==> src/rtl/stepper_move_sequencer.sv <==
// -----------------------------------------------------------------------------
// stepper_move_sequencer
//
// Runs one relative stepper move at a time. It accepts a signed step count and
// a step mode over a valid/ready handshake. It then advances the 4-bit coil
// phase pattern one step at a time, waiting a programmable number of cycles
// after each step. The absolute position is tracked in half-step units.
//
// Ports
//   clk         system clock, all state on the rising edge
//   reset_n     asynchronous active-low reset
//   cmd_valid   command present
//   cmd_ready   high only while idle; accept = cmd_valid & cmd_ready at an edge
//   cmd_steps   signed step count, positive moves forward
//   cmd_half    1 = half-step (position +/-1), 0 = full-step (position +/-2)
//   cmd_delay   wait cycles after each step, 0 behaves as 1
//   abort       end the move at the next step boundary
//   coil        coil drive pattern
//   position    absolute position in half-steps, wraps modulo 2^POS_W
//   busy        high whenever not idle
//   step_pulse  one-cycle pulse, high in the STEP state
//   done        one-cycle pulse at the end of every accepted command
//
// state | meaning
// ------+----------------------------------------------------------
// IDLE  | waiting for a command, cmd_ready high
// STEP  | one cycle: advance phase/position, load the delay counter
// WAIT  | inter-step delay, lasts exactly reload cycles
// DONE  | one-cycle done pulse, then back to IDLE
// -----------------------------------------------------------------------------
module stepper_move_sequencer #(
  parameter int STEP_W  = 8,
  parameter int POS_W   = 8,
  parameter int DELAY_W = 20
) (
  input  logic               clk,
  input  logic               reset_n,
  input  logic               cmd_valid,
  output logic               cmd_ready,
  input  logic [STEP_W-1:0]  cmd_steps,
  input  logic               cmd_half,
  input  logic [DELAY_W-1:0] cmd_delay,
  input  logic               abort,
  output logic [3:0]         coil,
  output logic [POS_W-1:0]   position,
  output logic               busy,
  output logic               step_pulse,
  output logic               done
);

  typedef enum logic [1:0] {
    S_IDLE = 2'd0,
    S_STEP = 2'd1,
    S_WAIT = 2'd2,
    S_DONE = 2'd3
  } state_t;

  state_t             state_q, state_d;
  logic [2:0]         phase_q, phase_d;
  logic [POS_W-1:0]   position_q, position_d;
  logic [STEP_W-1:0]  remaining_q, remaining_d;
  logic [DELAY_W-1:0] delay_q, delay_d;
  logic [DELAY_W-1:0] reload_q, reload_d;
  logic               dir_q, dir_d;
  logic               half_q, half_d;

  logic [3:0]         coil_q;
  logic               cmd_ready_q;
  logic               busy_q;
  logic               step_pulse_q;
  logic               done_q;

  logic [2:0]         step_inc;

  // Single-coil patterns on even indices, two-coil patterns on odd indices.
  // A full-step move (+/-2) therefore keeps whichever parity it starts on.
  function automatic logic [3:0] phase_coil(input logic [2:0] idx);
    logic [3:0] pat;
    case (idx)
      3'd0:    pat = 4'b0001;
      3'd1:    pat = 4'b0011;
      3'd2:    pat = 4'b0010;
      3'd3:    pat = 4'b0110;
      3'd4:    pat = 4'b0100;
      3'd5:    pat = 4'b1100;
      3'd6:    pat = 4'b1000;
      default: pat = 4'b1001;
    endcase
    return pat;
  endfunction

  assign step_inc = half_q ? 3'd1 : 3'd2;

  always_comb begin
    state_d     = state_q;
    phase_d     = phase_q;
    position_d  = position_q;
    remaining_d = remaining_q;
    delay_d     = delay_q;
    reload_d    = reload_q;
    dir_d       = dir_q;
    half_d      = half_q;

    case (state_q)
      S_IDLE: begin
        if (cmd_valid) begin
          // Magnitude is taken as unsigned so the most negative count
          // becomes 2^(STEP_W-1) instead of overflowing.
          remaining_d = cmd_steps[STEP_W-1] ? (STEP_W'(0) - cmd_steps) : cmd_steps;
          dir_d       = cmd_steps[STEP_W-1];
          half_d      = cmd_half;
          reload_d    = (cmd_delay == '0) ? DELAY_W'(1) : cmd_delay;
          state_d     = (cmd_steps == '0) ? S_DONE : S_STEP;
        end
      end

      S_STEP: begin
        phase_d     = dir_q ? (phase_q - step_inc) : (phase_q + step_inc);
        position_d  = dir_q ? (position_q - POS_W'(step_inc))
                            : (position_q + POS_W'(step_inc));
        remaining_d = remaining_q - STEP_W'(1);
        delay_d     = reload_q;
        // An abort seen here lets the current step land but skips its wait.
        state_d     = abort ? S_DONE : S_WAIT;
      end

      S_WAIT: begin
        delay_d = delay_q - DELAY_W'(1);
        if (abort) begin
          state_d = S_DONE;
        end else if (delay_q == DELAY_W'(1)) begin
          state_d = (remaining_q == '0) ? S_DONE : S_STEP;
        end
      end

      S_DONE: begin
        state_d = S_IDLE;
      end

      default: begin
        state_d = S_IDLE;
      end
    endcase
  end

  // Outputs are registered from the next-state values so they line up with
  // the state they describe without any combinational path to the ports.
  always_ff @(posedge clk or negedge reset_n) begin
    if (!reset_n) begin
      state_q      <= S_IDLE;
      phase_q      <= 3'd0;
      position_q   <= '0;
      remaining_q  <= '0;
      delay_q      <= '0;
      reload_q     <= '0;
      dir_q        <= 1'b0;
      half_q       <= 1'b0;
      coil_q       <= 4'b0001;
      cmd_ready_q  <= 1'b1;
      busy_q       <= 1'b0;
      step_pulse_q <= 1'b0;
      done_q       <= 1'b0;
    end else begin
      state_q      <= state_d;
      phase_q      <= phase_d;
      position_q   <= position_d;
      remaining_q  <= remaining_d;
      delay_q      <= delay_d;
      reload_q     <= reload_d;
      dir_q        <= dir_d;
      half_q       <= half_d;
      coil_q       <= phase_coil(phase_d);
      cmd_ready_q  <= (state_d == S_IDLE);
      busy_q       <= (state_d != S_IDLE);
      step_pulse_q <= (state_d == S_STEP);
      done_q       <= (state_d == S_DONE);
    end
  end

  assign coil       = coil_q;
  assign position   = position_q;
  assign cmd_ready  = cmd_ready_q;
  assign busy       = busy_q;
  assign step_pulse = step_pulse_q;
  assign done       = done_q;

endmodule

==> config.mk <==
export PLATFORM = sky130hd
export DESIGN_NAME = stepper_move_sequencer
export DESIGN_NICKNAME = d
export VERILOG_FILES = /design/src/rtl/stepper_move_sequencer.sv
export SDC_FILE = /design/constraint.sdc
export NUM_CORES = 1
export LEC_CHECK = 0
export CAP_MARGIN = 20
export CORE_ASPECT_RATIO = 1.25
export CORE_MARGIN = 3
export CORE_UTILIZATION = 51
export DETAILED_ROUTE_END_ITERATION = 10
export GPL_ROUTABILITY_DRIVEN = 0
export GPL_TIMING_DRIVEN = 0
export PLACE_DENSITY = 0.77
export SLEW_MARGIN = 15
export SYNTH_ARGS = -nofsm -noshare
export SYNTH_HDL_FRONTEND = slang
export SYNTH_SLANG_ARGS = --single-unit
==> constraint.sdc <==
create_clock -name clk -period 2.05 [get_ports clk]
set_clock_uncertainty 0.1 [all_clocks]
set_input_delay 0.5125 -clock clk [delete_from_list [all_inputs] [get_ports clk]]
set_output_delay 0.5125 -clock clk [all_outputs]
set_load 0.01 [all_outputs]
* Yosys cells after proc, flatten, opt, wreduce, memory -nomap -nowiden *
Index checks and enable logic that the tools add are counted.
W data, S select, Z words.

cells by class
  bitwise gates (word level) = 0
  muxes and demuxes = 17
  add/sub/neg operators = 7
  shift operators = 0
  multipliers = 0
  magnitude comparators = 0
  div/mod/pow operators = 0
  reduce and logical (&&, ||, !) cells = 11
  eq/ne operators = 13

operators by type and width
  operator                 number
  $pmux W20 S2             1
  $pmux W4 S7              1
  $mux W8                  3
  $eq A20 B1 Y1 const B    1
  $logic_not A20 Y1        1
  $mux W20                 1
  $sub A20 B1 Y20 const B  1
  $logic_not A8 Y1         2
  $pmux W8 S2              1
  $mux W2                  6
  $eq A3 B3 Y1 const B     3
  $add A8 B2 Y8            1
  $pmux W2 S4              1
  $sub A1 B8 Y8 const A    1
  $sub A8 B1 Y8 const B    1
  $sub A8 B2 Y8            1
  $eq A2 B2 Y1 const B     3
  $eq A3 B2 Y1 const B     2
  $mux W3                  2
  $reduce_bool A2 Y1       3
  $eq A2 B1 Y1 const B     2
  $logic_not A2 Y1         2
  $reduce_and A2 Y1        2
  $add A3 B2 Y3            1
  other kinds (5)          5

word-level totals
  RAM bits = 0
  memories kept = 0
  register bits after elaboration = 71
  bits in latches = 0
  bits of input ports = 33
  memory bits (read-only) = 0
  logic and storage cells = 61

* Longest topological paths before layout *
  depth in word-level cells = 6
  mapped depth = 9
  gate-level depth less buffers = 9

* Least setup slack after synthesis *
No wires, ideal clock.

  kind = flip-flop to flip-flop
  start = register dir_q
  end = register position_q[5], in the netlist position[5]
  period minus slack after synthesis = 2.266 ns
  stages on the path, launching flop included = 7
  slack = -0.216 ns
  arrival = 2.046 ns
  library setup time = 0.120 ns
  path buffers = 0
  cells stage by stage = dfrtp_1 -> and2_1 -> ha_1 -> nor2b_1 -> o2111a_1 -> or4_1 -> a31o_2

on the way
  longest elaborated chain between the ends = 1

RTL lines
  element                 RTL line  text
  from (decl)             64        logic dir_q, dir_d;
  from (signal assigned)  170       dir_q <= dir_d;
  $mux W8                 119       position_d = dir_q ? (position_q - POS_W'(step_inc))
  to (signal assigned)    166       position_q <= position_d;
  to (decl)               60        logic [POS_W-1:0] position_q, position_d;

Every way passes these cells.
A chain may end at the register's enable or synchronous reset.

* Final worst setup path *
  start = register dir_q
  end = register position_q[6], in the netlist position[6]

The elaborated chain is that of the path after synthesis.

==> qor.txt <==
Syn_nets - 460
Share of cells above drive strength 1 - 26.0%
Maximum clock rate - 477 MHz
Iteration count of the initial detailed-routing pass - 4
CTS buffer count - 9
Via Count - 3,475
# rows - 35
CTS sink cnt - 71
Final min period - 2.10 ns
Die Wd - 85.8 um
Post-synth EDFFs - 0
Die area - 0.00908 mm^2
Routed Antenna Nets - 0
Pleak - 2.26 nW
Routed WL per cell - 17.2 um
Final worst setup slack - -0.0476 ns
Fin. max-slew vios - 0
Status - finished with violations
Pwr/cell area - 1780 mW/mm^2
DP Worst Slack - -0.648 ns
CP Launch Type - register
Most used DFF post-synth - dfrtp_1
Setup TNS - -0.123 ns
Clock Root Buffer - clkbuf_8
Worst-path fanout max - 3
Vias/cell - 5.90
Crit path capture type - register
Post-synthesis cell type count - 60
Post-layout nets - 543
Tcrit/Tclk final - 102%
Diode count - 0
CTS tree - built
Maximum vdd drop - 1140 uV
First-pass GRT wire length - 16.9 mm
Rel. slew slack - 54.4%
Register area share after synthesis - 43.8%
Post-synthesis register bit count - 71
Worst EP required - 2.18 ns
Initial Util - 53.6%
Worst-skew pair later-pin latency - 0.34 ns
Die Span Y - 106 um
CP arrival - 2.22 ns
Post-DP HPWL - 6.84 mm
Post-Synthesis Cells - 409
Post-synth ARST share - 100%
Post-Route WL - 10.1 mm
DRC - 0
Post-route core utilization - 70.6%
HP Class - register to register
Final Hold Fails - 0
CTS max path bufs - 2
Grt ovf - 0
WS Path Type - register to register
Initial DRC Count - 169
RSZ-0062 raised after global routing - yes
Initial antenna violation count - 0
Failing checks - negative setup slack
H-tree levels - 3
Port bufs - 47
Post-Syn Area - 0.00406 mm^2
Area growth syn-to-layout - 31.6%
Dpl cells - 549
YS warnings - 0
Total power - 9.53 mW
Clock transition at path regs - 0.08 ns
Vias in the first global route - 3,569
Max-cap violations - 0
Worst slew pin tran - 0.678 ns
Syn Area/Cell - 9.94 um^2
Core area - 0.00758 mm^2
Final Instance Count excl. Fillers - 589
Largest net degree at the start of global routing - 53
Final setup violation count - 5
# IOs - 49
Gr usage total - 23.4%
[critical path, cell delays in order (launching register included)]
cell and delay [ns]:
dfrtp_2 0.44, and2_4 0.20, fa_2 0.37, a21o_1 0.17
a21o_1 0.17, a21oi_2 0.19, nor4b_2 0.07, a311o_1 0.27
[where the power goes]
part / leakage, nW / switching [mW] / internal, mW
sequential: 0.823 / 0.707 / 2.18
combinational: 1.32 / 2.78 / 2.58
clock: 0.112 / 0.539 / 0.750
total: 2.26 / 4.02 / 5.51
[through the flow]
| step | area, um^2 | hold slack [ns] |
|---|---|---|
| final | 5350 | 0.409 |
| after detailed placement | 4710 | 0.322 |
| after global placement | 4680 | 0.388 |
| after floorplan | 4100 | 0.117 |
| after global routing | 5350 | 0.428 |
| after CTS | 5180 | 0.412 |
[registers in the layout, indices dropped and copies added (netlist names)]
register,count
busy,1
cmd_ready,1
coil,4
delay_q,20
dir_q,1
done,1
half_q,1
phase_q,3
position,8
reload_q,20
remaining_q,8
state_q,2
step_pulse,1
[synth_stat cells, types with 4 or more instances]
cell	n	share of area, %
o31ai_1	4	0.74
nor2_1	27	2.5
ha_1	16	4.9
nand2_1	38	3.5
a21oi_1	29	3.6
xnor2_1	6	1.3
nor2b_1	5	0.77
nor4_1	6	0.92
mux2_2	24	6.7
dfrtp_1	69	42
o22ai_1	21	3.2
o21ai_0	17	2.1
nor3_1	9	1.1
mux2i_1	20	4.9
clkbuf_1	13	1.2
nand3b_1	7	1.3
inv_1	18	1.7
nand3_1	11	1.4
[kinds of logic after synthesis]
group	share of synthesized area, %
compound gates	15.9
xor+xnor	1.94
fa+ha+maj	5.91
buf+inv	3.48
flops	43.8
mux	11.6
simple gates	17.4
[routing by layer]
metal	track usage (%)	share of wire, %	up-vias	routed length, um
met5	0	0	-	0
met2	41.1	53	75	5390
met3	2.66	3.2	23	329
met1	28.9	41	1715	4160
li1	-	-	1662	-
met4	9.73	2.6	0	259
[layout by cell type, fill, tap and decap left out, drive strengths merged, types with 20 or more instances in the layout]
master and instances:
clkbuf 23, clkdlybuf4s50 42, buf 31, mux2i 20, o22ai 21, dfrtp 69
nor2 27, nand2 38, a21oi 29, mux2 24
[layout make-up]
class                      count  area (um^2)
buffer                        17         92.6
clock buffer                  11          151
clock inverter                 5         80.1
fill                         554         2230
inverter                      18         67.6
multi-input combinational    303         2370
sequential                    71         1790
tap                           92          115
timing repair buffer          72          684
[path summary, 6_finish.rpt]
path                                         start                      end  slack [ns]  cells past startpoint
hold / removal             reload_q[4]$_DFFE_PN0P_  reload_q[4]$_DFFE_PN0P_        0.41                      1
setup / recovery                 dir_q$_DFFE_PN0P_  position[6]$_DFFE_PN0N_       -0.05                      7
min in group asynchronous                  reset_n  reload_q[8]$_DFFE_PN0P_        0.50                      2
max in group asynchronous                  reset_n      cmd_ready$_DFF_PN1_        0.75                      3
hold reg to reg            reload_q[4]$_DFFE_PN0P_  reload_q[4]$_DFFE_PN0P_        0.41                      1
setup reg to reg                 dir_q$_DFFE_PN0P_  position[6]$_DFFE_PN0N_       -0.05                      7
[timing repair]
action,in CTS,in global routing
hold buffers,1,0
pin swaps,13,13
setup buffers,15,8
endpoints found under the hold margin,19,0
endpoints found under the setup margin,46,46
resized for setup,29,41
Power figures use the tool's default switching activity.
